==> config.mk <==
export PLATFORM = sky130hd
export DESIGN_NAME = vga_timing_gen_flat
export DESIGN_NICKNAME = d
export VERILOG_FILES = /design/src/rtl/vga_pkg.sv /design/src/rtl/vga_timing_gen_if.sv /design/src/rtl/vga_axis_counter.sv /design/src/rtl/vga_timing_gen.sv /design/src/flat_wrapper.sv
export SDC_FILE = /design/constraint.sdc
export NUM_CORES = 1
export LEC_CHECK = 0
export ABC_AREA = 1
export CAP_MARGIN = 20
export CORE_MARGIN = 2
export CORE_UTILIZATION = 40
export CTS_BUF_LIST = sky130_fd_sc_hd__clkbuf_2 sky130_fd_sc_hd__clkbuf_4 sky130_fd_sc_hd__clkbuf_8
export DETAILED_ROUTE_END_ITERATION = 6
export PLACE_DENSITY = 0.65
export SETUP_SLACK_MARGIN = 0.1
export SLEW_MARGIN = 20
export SYNTH_ARGS = -nofsm -noshare
export SYNTH_HDL_FRONTEND = slang
export SYNTH_SLANG_ARGS = --single-unit
==> constraint.sdc <==
create_clock -name clk_50M -period 4.2 [get_ports clk_50M]
set_input_delay 0.42 -clock clk_50M [delete_from_list [all_inputs] [get_ports clk_50M]]
set_output_delay 0.42 -clock clk_50M [all_outputs]
set_load 0.005 [all_outputs]
==> src/rtl/vga_pkg.sv <==
// Shared constants and helpers for the VGA raster timing path.
// Defaults describe 640x480@60 with a 25 MHz pixel rate.
package vga_pkg;

    localparam int unsigned DEF_H_SYNC   = 96;
    localparam int unsigned DEF_H_BP     = 48;
    localparam int unsigned DEF_H_ACTIVE = 640;
    localparam int unsigned DEF_H_FP     = 16;

    localparam int unsigned DEF_V_SYNC   = 2;
    localparam int unsigned DEF_V_BP     = 33;
    localparam int unsigned DEF_V_ACTIVE = 480;
    localparam int unsigned DEF_V_FP     = 10;

    localparam bit SYNC_ACT_LOW  = 1'b0;
    localparam bit SYNC_ACT_HIGH = 1'b1;

    function automatic int unsigned seg_total(
        input int unsigned sync,
        input int unsigned bp,
        input int unsigned active,
        input int unsigned fp
    );
        return sync + bp + active + fp;
    endfunction

    // Counter width able to hold 0..n-1, never narrower than one bit.
    function automatic int unsigned cnt_width(input int unsigned n);
        return (n > 1) ? $clog2(n) : 1;
    endfunction

endpackage

==> src/rtl/vga_timing_gen_if.sv <==
// Video timing bundle from the raster generator to its consumers.
// frame_cnt is only present when VGA_FRAME_CNT_EN is defined.
interface vga_timing_gen_if #(
    parameter int unsigned COORD_W = 10,
    parameter int unsigned FRAME_W = 8
);
    logic               HS;
    logic               VS;
    logic [COORD_W-1:0] col;
    logic [COORD_W-1:0] row;
    logic               disp_en;
    logic               pix_en;
    logic               line_start;
    logic               frame_start;
`ifdef VGA_FRAME_CNT_EN
    logic [FRAME_W-1:0] frame_cnt;

    modport master (output HS, VS, col, row, disp_en, pix_en, line_start, frame_start, frame_cnt);
    modport slave  (input  HS, VS, col, row, disp_en, pix_en, line_start, frame_start, frame_cnt);
`else
    modport master (output HS, VS, col, row, disp_en, pix_en, line_start, frame_start);
    modport slave  (input  HS, VS, col, row, disp_en, pix_en, line_start, frame_start);
`endif
endinterface

==> src/rtl/vga_axis_counter.sv <==
// One raster axis: position counter with sync/active decode of the position
// this edge will produce, so the parent can register outputs without latency.
module vga_axis_counter
    import vga_pkg::*;
#(
    parameter int unsigned SYNC    = 96,
    parameter int unsigned BP      = 48,
    parameter int unsigned ACTIVE  = 640,
    parameter int unsigned FP      = 16,
    parameter int unsigned COORD_W = 10
) (
    input  logic               clk,
    input  logic               rst_n,
    input  logic               adv,
    output logic               wrap,
    output logic               in_sync,
    output logic               in_active,
    output logic [COORD_W-1:0] coord
);

    localparam int unsigned TOTAL     = seg_total(SYNC, BP, ACTIVE, FP);
    localparam int unsigned CW        = cnt_width(TOTAL);
    localparam int unsigned ACT_START = SYNC + BP;
    localparam int unsigned ACT_END   = SYNC + BP + ACTIVE;
    localparam logic [CW-1:0] LAST    = CW'(TOTAL - 1);

    logic [CW-1:0] pos_reg;
    logic [CW-1:0] pos_next;
    logic [31:0]   pos_wide;

    assign wrap = (pos_reg == LAST);

    always_comb begin
        pos_next = pos_reg;
        if (adv) begin
            pos_next = wrap ? '0 : pos_reg + CW'(1);
        end
    end

    assign pos_wide  = 32'(pos_next);
    assign in_sync   = (pos_wide < SYNC);
    assign in_active = (pos_wide >= ACT_START) && (pos_wide < ACT_END);
    assign coord     = in_active ? COORD_W'(pos_wide - ACT_START) : '0;

    // Parked on the last position so the first advance lands on zero.
    always_ff @(posedge clk or negedge rst_n) begin
        if (!rst_n) begin
            pos_reg <= LAST;
        end else begin
            pos_reg <= pos_next;
        end
    end

endmodule

==> src/rtl/vga_timing_gen.sv <==
// VGA raster timing generator: pixel strobe divider, HS/VS, active coordinates,
// display enable and line/frame pulses. Define VGA_FRAME_CNT_EN for frame_cnt.
module vga_timing_gen
    import vga_pkg::*;
#(
    parameter int unsigned CLK_DIV  = 2,
    parameter int unsigned H_SYNC   = DEF_H_SYNC,
    parameter int unsigned H_BP     = DEF_H_BP,
    parameter int unsigned H_ACTIVE = DEF_H_ACTIVE,
    parameter int unsigned H_FP     = DEF_H_FP,
    parameter int unsigned V_SYNC   = DEF_V_SYNC,
    parameter int unsigned V_BP     = DEF_V_BP,
    parameter int unsigned V_ACTIVE = DEF_V_ACTIVE,
    parameter int unsigned V_FP     = DEF_V_FP,
    parameter bit          HS_POL   = SYNC_ACT_LOW,
    parameter bit          VS_POL   = SYNC_ACT_LOW,
    parameter int unsigned COORD_W  = 10,
    parameter int unsigned FRAME_W  = 8
) (
    input  logic             clk_50M,
    input  logic             reset,
    vga_timing_gen_if.master vid
);

    localparam int unsigned     DIV_W    = cnt_width(CLK_DIV);
    localparam logic [DIV_W-1:0] DIV_LAST = DIV_W'(CLK_DIV - 1);

    logic [DIV_W-1:0]   div_reg;
    logic               strobe;
    logic               h_wrap, v_wrap;
    logic               h_sync, v_sync;
    logic               h_act, v_act;
    logic [COORD_W-1:0] h_coord, v_coord;

    logic               hs_reg, vs_reg;
    logic [COORD_W-1:0] col_reg, row_reg;
    logic               disp_en_reg, pix_en_reg;
    logic               line_start_reg, frame_start_reg;

    assign strobe = (div_reg == DIV_LAST);

    always_ff @(posedge clk_50M or negedge reset) begin
        if (!reset) begin
            div_reg <= '0;
        end else begin
            div_reg <= strobe ? '0 : div_reg + DIV_W'(1);
        end
    end

    vga_axis_counter #(
        .SYNC    (H_SYNC),
        .BP      (H_BP),
        .ACTIVE  (H_ACTIVE),
        .FP      (H_FP),
        .COORD_W (COORD_W)
    ) u_h_axis (
        .clk       (clk_50M),
        .rst_n     (reset),
        .adv       (strobe),
        .wrap      (h_wrap),
        .in_sync   (h_sync),
        .in_active (h_act),
        .coord     (h_coord)
    );

    vga_axis_counter #(
        .SYNC    (V_SYNC),
        .BP      (V_BP),
        .ACTIVE  (V_ACTIVE),
        .FP      (V_FP),
        .COORD_W (COORD_W)
    ) u_v_axis (
        .clk       (clk_50M),
        .rst_n     (reset),
        .adv       (strobe & h_wrap),
        .wrap      (v_wrap),
        .in_sync   (v_sync),
        .in_active (v_act),
        .coord     (v_coord)
    );

    // Position only moves on a strobe, so decoded outputs are refreshed only then;
    // this keeps reset values in place until the first pixel lands on (0,0).
    always_ff @(posedge clk_50M or negedge reset) begin
        if (!reset) begin
            hs_reg          <= ~HS_POL;
            vs_reg          <= ~VS_POL;
            col_reg         <= '0;
            row_reg         <= '0;
            disp_en_reg     <= 1'b0;
            pix_en_reg      <= 1'b0;
            line_start_reg  <= 1'b0;
            frame_start_reg <= 1'b0;
        end else begin
            pix_en_reg      <= strobe;
            line_start_reg  <= strobe & h_wrap;
            frame_start_reg <= strobe & h_wrap & v_wrap;
            if (strobe) begin
                hs_reg      <= h_sync ? HS_POL : ~HS_POL;
                vs_reg      <= v_sync ? VS_POL : ~VS_POL;
                col_reg     <= h_coord;
                row_reg     <= v_coord;
                disp_en_reg <= h_act & v_act;
            end
        end
    end

    assign vid.HS          = hs_reg;
    assign vid.VS          = vs_reg;
    assign vid.col         = col_reg;
    assign vid.row         = row_reg;
    assign vid.disp_en     = disp_en_reg;
    assign vid.pix_en      = pix_en_reg;
    assign vid.line_start  = line_start_reg;
    assign vid.frame_start = frame_start_reg;

`ifdef VGA_FRAME_CNT_EN
    logic [FRAME_W-1:0] frame_cnt_reg;

    // Starts at all-ones so the first frame_start brings it to zero.
    always_ff @(posedge clk_50M or negedge reset) begin
        if (!reset) begin
            frame_cnt_reg <= '1;
        end else if (strobe & h_wrap & v_wrap) begin
            frame_cnt_reg <= frame_cnt_reg + FRAME_W'(1);
        end
    end

    assign vid.frame_cnt = frame_cnt_reg;
`endif

endmodule

==> src/flat_wrapper.sv <==
// flat-port wrapper written by rule: the top's interface ports become plain ports
module vga_timing_gen_flat import vga_pkg::*;
#(
    parameter int unsigned CLK_DIV  = 2,
    parameter int unsigned H_SYNC   = DEF_H_SYNC,
    parameter int unsigned H_BP     = DEF_H_BP,
    parameter int unsigned H_ACTIVE = DEF_H_ACTIVE,
    parameter int unsigned H_FP     = DEF_H_FP,
    parameter int unsigned V_SYNC   = DEF_V_SYNC,
    parameter int unsigned V_BP     = DEF_V_BP,
    parameter int unsigned V_ACTIVE = DEF_V_ACTIVE,
    parameter int unsigned V_FP     = DEF_V_FP,
    parameter bit          HS_POL   = SYNC_ACT_LOW,
    parameter bit          VS_POL   = SYNC_ACT_LOW,
    parameter int unsigned COORD_W  = 10,
    parameter int unsigned FRAME_W  = 8
)
  (clk_50M, reset, vid_HS, vid_VS, vid_col, vid_row, vid_disp_en, vid_pix_en, vid_line_start, vid_frame_start);
  vga_timing_gen_if #(.COORD_W(COORD_W), .FRAME_W(FRAME_W)) vid_i ();
  input  logic clk_50M;
  input  logic reset;
  output wire logic [$bits(vid_i.HS)-1:0] vid_HS;
  output wire logic [$bits(vid_i.VS)-1:0] vid_VS;
  output wire logic [$bits(vid_i.col)-1:0] vid_col;
  output wire logic [$bits(vid_i.row)-1:0] vid_row;
  output wire logic [$bits(vid_i.disp_en)-1:0] vid_disp_en;
  output wire logic [$bits(vid_i.pix_en)-1:0] vid_pix_en;
  output wire logic [$bits(vid_i.line_start)-1:0] vid_line_start;
  output wire logic [$bits(vid_i.frame_start)-1:0] vid_frame_start;
  assign vid_HS = vid_i.HS;
  assign vid_VS = vid_i.VS;
  assign vid_col = vid_i.col;
  assign vid_row = vid_i.row;
  assign vid_disp_en = vid_i.disp_en;
  assign vid_pix_en = vid_i.pix_en;
  assign vid_line_start = vid_i.line_start;
  assign vid_frame_start = vid_i.frame_start;
  vga_timing_gen #(.CLK_DIV(CLK_DIV), .H_SYNC(H_SYNC), .H_BP(H_BP), .H_ACTIVE(H_ACTIVE), .H_FP(H_FP), .V_SYNC(V_SYNC), .V_BP(V_BP), .V_ACTIVE(V_ACTIVE), .V_FP(V_FP), .HS_POL(HS_POL), .VS_POL(VS_POL), .COORD_W(COORD_W), .FRAME_W(FRAME_W)) u_core (.clk_50M(clk_50M), .reset(reset), .vid(vid_i));
endmodule
# Word-level counts from Yosys, hierarchy flattened
# Index checks and enable logic that the tools add are counted.
# totals
register_bits	47
word_cells	38
inputBits	2
# classes
magnitude_cmp	6
eq_ne	2
n_addsub	5
n_reduce_logical	2
mux	9
bitwise	3
# ops
cell	count
$mux W10	6
$add A10 B1 Y10 const B	2
$eq A10 B10 Y1 const B	2
$lt A10 B10 Y1 const B	2
$ge A10 B6 Y1 const B	1
$ge A10 B8 Y1 const B	1
$lt A10 B2 Y1 const B	1
$lt A10 B7 Y1 const B	1
$sub A10 B6 Y10 const B	1
$sub A10 B8 Y10 const B	1
$and A1 B1 Y1	3
$mux W1	3
$logic_and A1 B1 Y1	2
$add A1 B1 Y1 const B	1

# Depth between registers and ports, before layout
# Gate-level depths: netlist (run 1).
# logic_depth
ltp_word	6
ltp_mapped	16
ltp_nobuf	16

# Hierarchy
# From an unflattened synthesis (run 1), not the netlist that was laid out.
# hier_totals
hier_cells	391
area_unflattened_um2	3000.4
# modules_own_cells
module	instances	cells_per_inst	area_per_inst_um2
vga_timing_gen	1	108	1049.8
vga_axis_counter at u_core.u_v_axis	1	151	1006.0
vga_axis_counter at u_core.u_h_axis	1	132	944.7

# Worst setup path before layout (run 1)
# OpenSTA, ideal clock, no wires.
# synth_path
path_type	register to register
startpoint	register u_core.u_h_axis.pos_reg[0]
endpoint	register u_core.row_reg[8], in the netlist u_core.vid.row[8]
t_arrival_ns	2.167
path_stages_with_launch	17
required_ns	4.081
setup_time_ns	0.119
slack_ns	1.914
path_cell_list	dfstp_2 -> ha_1 -> nand2_1 -> nor2_4 -> nand4_2 -> buf_2 -> nand2_1 -> o21ai_2 -> ha_1 -> inv_1 -> nand3_1 -> nand3_1 -> nand3_1 -> nand2_1 -> nand2_1 -> nand3_1 -> nand2_1
# synth_via
elab_chain_len	6
# synth_rtl
item	line_no	rtl
start, declared	vga_axis_counter.sv:27	logic [CW-1:0] pos_reg;
start signal, assigned	vga_axis_counter.sv:50	pos_reg <= pos_next;
$eq A10 B10 Y1 *	vga_axis_counter.sv:31	assign wrap = (pos_reg == LAST);
$and A1 B1 Y1 *	vga_timing_gen.sv:75	.adv (strobe & h_wrap),
$mux W10 *	vga_axis_counter.sv:35	if (adv) begin
via u_core.u_v_axis.pos_next[0]	vga_axis_counter.sv:28	logic [CW-1:0] pos_next;
$ge A10 B6 Y1 or $lt A10 B10 Y1 (tied branches)	vga_axis_counter.sv:42	assign in_active = (pos_wide >= ACT_START) && (pos_wide < ACT_END);
$logic_and A1 B1 Y1	vga_axis_counter.sv:42	
$mux W10 *	vga_axis_counter.sv:43	assign coord = in_active ? COORD_W'(pos_wide - ACT_START) : '0;
end signal, assigned	vga_timing_gen.sv:102	row_reg <= v_coord;
end, declared	vga_timing_gen.sv:36	logic [COORD_W-1:0] col_reg, row_reg;
# Mark *: on every way through the listed nets, which the timed path passes. The rest lies on a longest branch.
# A chain may end at the register's enable or synchronous reset.

# Final worst setup path (run 1)
# layout_path
startpoint	register u_core.u_h_axis.pos_reg[0]
endpoint	register u_core.row_reg[5], in the netlist u_core.vid.row[5]
# Same word-level chain as after synthesis.

==> results of run 1 <==
-- area by class of cell --
| type | count | area (um2) | area share [%] |
|---|---|---|---|
| tap | 80 | 100 | 3.10 |
| timing repair buffer | 27 | 268 | 8.28 |
| multi-input combinational | 277 | 1370 | 42.4 |
| inverter | 50 | 189 | 5.84 |
| sequential | 47 | 1190 | 36.8 |
| clock buffer | 7 | 83.8 | 2.59 |
| clock inverter | 1 | 30.0 | 0.929 |
-- logic make-up (layout without fill, tap and decap cells) --
logic type | after synthesis | in the layout | synth area share [%]
AND/OR/NAND/NOR | 227 | 227 | 35.7
flip-flops | 47 | 47 | 42.9
XOR/XNOR | 9 | 9 | 2.84
adder cells (fa/ha/maj) | 6 | 6 | 2.70
AO/OA/AOI/OAI | 35 | 35 | 8.06
buffers and inverters | 55 | 85 | 7.79
-- worst reg2reg max path, cell delays in order, from the launching register on --
cell     delay, ns
dfstp_2       0.56
ha_1          0.19
nand2_1       0.10
nor2_4        0.12
nand4_2       0.45
o21ai_2       0.42
ha_1          0.19
inv_1         0.10
nand3_1       0.11
nand2_1       0.10
nand3_2       0.10
nand3_4       0.17
o21ai_2       0.18
-- power groups by stage --
stage                logic (mW)  registers, mW  clock network, mW
floorplan           0.000000874          0.461                  0
global placement        0.00932          0.461                  0
detailed placement      0.00960          0.461                  0
CTS                     0.00956          0.453              0.352
global route             0.0111          0.453              0.370
finish                  0.00895          0.453              0.336
-- worst min-delay path by stage --
stage                                 start           endpoint  slack [ns]  cells past startpoint
after CTS                             reset  u_core.vid.col[3]        0.33                      1
after floorplan                       reset     u_core.div_reg        0.12                      0
after detailed placement  u_core.vid.row[2]  u_core.vid.row[2]        0.47                      2
final                                 reset  u_core.vid.col[3]        0.11                      1
after global placement    u_core.vid.row[8]  u_core.vid.row[8]        0.46                      2
after global routing                  reset  u_core.vid.col[3]        0.15                      1
-- cells in the final DEF, fill, tap and decap left out, types with 2 or more instances in the layout --
cell,Yosys,final
inv_1,40,40
nand2_1,128,128
nand4_1,7,7
nor2_2,2,2
nor3_1,4,4
ha_1,6,6
dfstp_2,12,12
clkdlybuf4s50_1,0,26
dfrtp_1,35,35
clkinv_1,3,3
o21ai_2,12,12
a21oi_1,3,3
nand3_1,31,31
clkbuf_4,0,2
nor2_4,3,3
xor2_1,8,8
o21ai_1,18,18
nand3b_1,2,2
clkbuf_8,0,5
nand2_2,3,3
nor2_1,42,42
inv_2,6,6
-- per-stage QoR --
step                area (um2)  hold WS (ns)
detailed placement        3120         0.475
floorplan                 2780         0.124
global route              3230         0.151
CTS                       3230         0.326
global placement          3120         0.465
finish                    3230         0.106
-- metal layers --
layer  GRT usage (%)  wire (um)  up-vias
li1                -          -     1249
met1            29.6       3280     1093
met2            26.5       2730       45
met3            2.56        251        5
met4            4.62         66        0
met5               0          0        -
==> metrics.csv, run 1 <==
stage,metric,value,unit
outcome,status,completed,
power_and_ir_drop,p_leak,1.62,nW
yosys,syn_inst,379,
power_and_ir_drop,switchingPower,0.153,mW
drt,drc,0,
power_and_ir_drop,p_int,0.644,mW
power_and_ir_drop,sw_frac_of_total,19.2,%
worst_setup_path,max_stage_delay,0.56,ns
sta,max_freq,352,MHz
drt,drtAntennaViolNets,0,
yosys,netlist_top_cells_area,"dfrtp_1 32%, nand2_1 17%, dfstp_2 11%",
min_path,hold_class,primary input to asynchronous set/reset pin,
yosys,synth_top_area_cell,dfrtp_1,
worst_setup_path,criticalPathCategory,flip-flop to flip-flop,
drt,routedWlPerCell,12.9,um
worst_setup_path,endpoint_kind,flip-flop,
global_route,grt_pass1_vias,2394,
floorplanning,rows,30,
sta,tightestPinTransition,0.719,ns
worst_setup_path,cp_top_family,simple AND/OR/NAND/NOR gates,
yosys,ys_seq_elements,47,
drt,dr.pass1.iters,4,
floorplanning,pin_count,28,
yosys,synth-edff-count,0,
floorplanning,die_h,87.4,um
sta,fin_skew,0.0131,ns
power_and_ir_drop,finalPower,0.798,mW
yosys,ys_top_cells_by_count,"128 x nand2_1, 42 x nor2_1, 40 x inv_1",
cts,hold_buffers,0,
drt,viasPerCell,4.89,
yosys,synth_cell_type_count,32,
cts,cts.path.max_buffers,2,
cts,numCtsBuffers,5,
yosys,synth.avg_cell_area,7.33,um2
finish,nets,416,
worst_setup_path,start_kind,flip-flop,
worst_setup_path,r2r_setup_slack,1.36,ns
worst_setup_path,r2r-end,u_core.vid.row[5],
place,place_ws,1.38,ns
sta,rsz0062_at_grt,false,
power_and_ir_drop,p_comb_share,1.1,%
floorplanning,die-width,87.4,um
yosys,async_flop_share,100,%
cts,cts_tree,yes,
sta,setup_viol,0,
power_and_ir_drop,pwr-share-seq,56.8,%
yosys,synthesis.nets,387,
cts,cts.reportedPaths.clkPinSlew,0.09,ns
place,portBuffers,27,
finish,drive_gt1_share,13.0,%
yosys,synth_most_common_cell,nand2_1,
place,hpwl,4750,um
drt,first_iter_violations,161,
sta,timing.slew.headroom,51.8,%
place,place_congestion,0.886,
finish,fill_cells,705,
worst_setup_path,cp.depth,12,
sta,drv_slew,0,
place,placed_cells,481,
worst_setup_path,worstPathMaxFanout,21,
drt,vias,2392,
floorplanning,dieArea,0.00763,mm2
cts,post_cts_resized,0,
floorplanning,start_util,41.1,%
sta,fin_tns_setup,0,ns
finish,antenna_cells,0,
worst_setup_path,crit_start,u_core.u_h_axis.pos_reg[0],
worst_setup_path,crit_end,u_core.vid.row[5],
worst_setup_path,worstPathCellList,"ha_1, nand2_1, nor2_4, nand4_2, o21ai_2, ha_1, inv_1, nand3_1, nand2_1, nand3_2, nand3_4, o21ai_2",
power_and_ir_drop,power.share.clock,42.1,%
run,max-cap-violations,0,
global_route,grt_pass1_wl,11300,um
yosys,synth_top_area_share,31.5,%
worst_setup_path,r2r_cells,12,
worst_setup_path,crit_arrival,3.07,ns
cts,cts_root_buffer,clkbuf_8,
global_route,grt_max_degree,48,
sta,fin_crit,2.84,ns
worst_setup_path,path_buf_inv,1,
global_route,grt_util_all_layers,18.7,%
power_and_ir_drop,powerDensity,247,mW/mm2
yosys,synth_area,0.00278,mm2
finish,utilization,47.9,%
finish,final_cells,489,
yosys,yosys_warnings,0,
global_route,gr-total-overflow,0,
worst_setup_path,timing.rr.start,u_core.u_h_axis.pos_reg[0],
drt,wl,6330,um
global_route,antenna_found_initial,0,
yosys,ys_seq_area_share,42.9,%
sta,fin_ws,1.36,ns
sta,hold_violations,0,
cts,htreeDepth,2,
cts,cts_sinks,47,
sta,post-route-period-util,67.7,%
cts,clk_latency,0.30,ns
power_and_ir_drop,max-vdd-ir-drop,169,uV
cts,post_cts_buffers,0,
finish,area_growth,16.3,%
worst_setup_path,cp.required,4.43,ns
worst_setup_path,crit_path_top_delay_cell,dfstp_2,
floorplanning,coreArea,0.00676,mm2
yosys,synth-main-ff-cell,dfrtp_1,
Power figures use the tool's default switching activity.
==> inputs of run 2 (changes only) <==
- clock period: 4.2 -> 2.7 ns (I/O delays scaled with it)
==> run 2 against run 1 <==
Sequential share of layout area down 2.2 points. First-iteration DRC count up 32%. Total power up 47%. Routed wire length up 5.4%. Clock power up 36%. Utilization up 3.1 points. Via count up 5.6%. Clock skew down 0.0022 ns. Non-clock buffer count up 14. Setup slack worse by 1.1 ns. Critical path depth up 2. Critical path type unchanged. Highest routed layer unchanged.
==> metrics.csv, run 2 (synthesis gave the netlist of run 1 again) <==
stage,metric,value,unit,change
cts,cts.path.max_buffers,2,,unchanged
sta,finalHoldWorstSlack,0.484,ns,+0.378 ns
drt,drtAntennaViolNets,0,,unchanged
global_route,grt_max_degree,48,,unchanged
finish,final_common_cell,nand2_1,,
worst_setup_path,r2r-end,u_core.vid.row[4],,
global_route,antenna_found_initial,0,,unchanged
min_path,hold_class,flip-flop to flip-flop,,
sta,post-route-period-util,91.8,%,+24 points
place,dpl-instance-area,0.00318,mm2,+1.9%
finish,nets,431,,+3.6%
global_route,grt_pass1_vias,2430,,+1.5%
finish,final_cells,504,,+3.1%
cts,numCtsBuffers,5,,unchanged
drt,vias,2525,,+5.6%
power_and_ir_drop,powerDensity,342,mW/mm2,+38%
power_and_ir_drop,p_leak,1.70,nW,+4.8%
sta,tightestPinTransition,0.577,ns,-0.142 ns
worst_setup_path,crit_end,u_core.vid.row[4],,
global_route,grt_util_all_layers,18.9,%,+0.28 points
power_and_ir_drop,max-vdd-ir-drop,304,uV,+80%
sta,hold_violations,0,,unchanged
drt,first_iter_violations,212,,+32%
outcome,status,completed,,
drt,dr.pass1.iters,4,,unchanged
floorplanning,die_h,87.4,um,unchanged
worst_setup_path,endpoint_kind,flip-flop,,
global_route,grt_pass1_wl,11500,um,+1.5%
sta,setup_viol,0,,unchanged
drt,viasPerCell,5.01,,+2.4%
cts,cts.reportedPaths.clkPinSlew,0.10,ns,about the same
sta,drv_slew,0,,unchanged
worst_setup_path,start_kind,flip-flop,,
sta,fin_crit,2.48,ns,-0.365 ns
finish,fill_cells,666,,-5.5%
sta,fin_skew,0.0109,ns,-0.00217 ns
floorplanning,coreArea,0.00676,mm2,unchanged
worst_setup_path,timing.rr.start,u_core.u_h_axis.pos_reg[0],,
finish,final_cell_mix,"121 x nand2_1, 39 x inv_1, 37 x nor2_1, 34 x dfrtp_1",,
global_route,gr-total-overflow,0,,unchanged
finish,area_growth,23.9,%,
cts,htreeDepth,2,,unchanged
place,placed_cells,489,,+1.7%
sta,max_freq,403,MHz,+15%
sta,rsz0062_at_grt,true,,
floorplanning,pin_count,28,,unchanged
worst_setup_path,crit_start,u_core.u_h_axis.pos_reg[0],,
worst_setup_path,cp.required,2.89,ns,-1.54 ns
run,max-cap-violations,0,,unchanged
worst_setup_path,criticalPathCategory,flip-flop to flip-flop,,
cts,clk_latency,0.31,ns,about the same
floorplanning,start_util,41.1,%,unchanged
worst_setup_path,worstPathMaxFanout,7,,-67%
cts,cts_tree,yes,,
worst_setup_path,crit_arrival,2.67,ns,-0.40 ns
sta,timing.slew.headroom,61.5,%,+9.8 points
worst_setup_path,r2r_cells,14,,+2
drt,drc,0,,unchanged
finish,antenna_cells,0,,unchanged
floorplanning,die-width,87.4,um,unchanged
finish,final_area,0.00344,mm2,+6.5%
place,place_congestion,0.878,,-0.94%
sta,fin_tns_setup,0,ns,unchanged
floorplanning,dieArea,0.00763,mm2,unchanged
cts,cts_root_buffer,clkbuf_8,,
cts,cts_sinks,47,,unchanged
drt,routedWlPerCell,13.2,um,+2.3%
finish,drive_gt1_share,21.2,%,+8.3 points
floorplanning,rows,30,,unchanged
worst_setup_path,r2r_setup_slack,0.22,ns,-1.14 ns
place,portBuffers,27,,unchanged
drt,wl,6670,um,+5.4%
place,hpwl,4950,um,+4.1%
[run 2: where the power goes]
| group | internal, mW | switching (mW) | total, mW |
|---|---|---|---|
| combinational | 0.00191 | 0.0130 | 0.0149 |
| clock | 0.191 | 0.266 | 0.457 |
| sequential | 0.704 | 0 | 0.704 |
[run 2: metal layers]
metal  routed length, um  track usage (%)  up-vias  part of all wire (%)
met5                   0                0        -                     0
met4                  66             5.87        0                  0.99
met3                 295             2.56        6                   4.4
met2                3010             28.2       54                    45
met1                3310             28.4     1181                    50
li1                    -                -     1284                     -
[run 2: metrics by stage]
| step | util (%) | setup WS (ns) | total power, mW |
|---|---|---|---|
| floorplan | - | 0.414 | 0.718 |
| global placement | 47.0 | 0.191 | 0.732 |
| detailed placement | 47.0 | 0.142 | 0.732 |
| CTS | 48.4 | 0.110 | 1.19 |
| global route | 51.0 | 0.0545 | 1.22 |
| finish | 51.0 | 0.222 | 1.18 |
[run 2: what timing repair did]
action,CTS,global route
setup endpoints to repair,0,21
hold buffers,0,1
endpoints found under the hold margin,0,14
buffers inserted,0,5
resized for setup,0,30
[run 2: area by class of cell]
cell class                 count  area (um2)  share of cell area (%)
clock inverter                 3        26.3                   0.763
multi-input combinational    278        1490                    43.2
timing repair buffer          41         380                    11.0
clock buffer                   5        68.8                    2.00
tap                           80         100                    2.91
sequential                    47        1190                    34.6
inverter                      50         189                    5.49
[run 2: worst min-delay path by stage]
stage               cells after the start           endpoint  slack, ns         startpoint
floorplan                               0     u_core.div_reg      -0.03              reset
global placement                        2  u_core.vid.row[6]       0.46  u_core.vid.row[6]
detailed placement                      2  u_core.vid.row[6]       0.47  u_core.vid.row[6]
CTS                                     1  u_core.vid.col[8]       0.16              reset
global route                            2  u_core.vid.row[9]       0.50  u_core.vid.row[9]
finish                                  2  u_core.vid.row[6]       0.48  u_core.vid.row[6]
[run 2: worst max-delay path, cell delays in order, from the launching register on]
cell and delay (ns):
dfstp_2 0.57, ha_2 0.20, nand2_1 0.09, nor2_4 0.14, nand4_4 0.19, buf_8 0.20, clkbuf_2 0.15, nor2_2 0.13
nor2_2 0.07, nand2_2 0.12, nor2_1 0.06, nand2_1 0.11, nand3_4 0.12, nand3_4 0.15, o21ai_2 0.07
==> inputs of run 3 (changes only) <==
- CTS_BUF_LIST: sky130_fd_sc_hd__clkbuf_2 sky130_fd_sc_hd__clkbuf_4 sky130_fd_sc_hd__clkbuf_8 -> sky130_fd_sc_hd__clkbuf_8
==> results of run 3 <==
The final DEF is identical to that of run 2; final timing and power are the same.
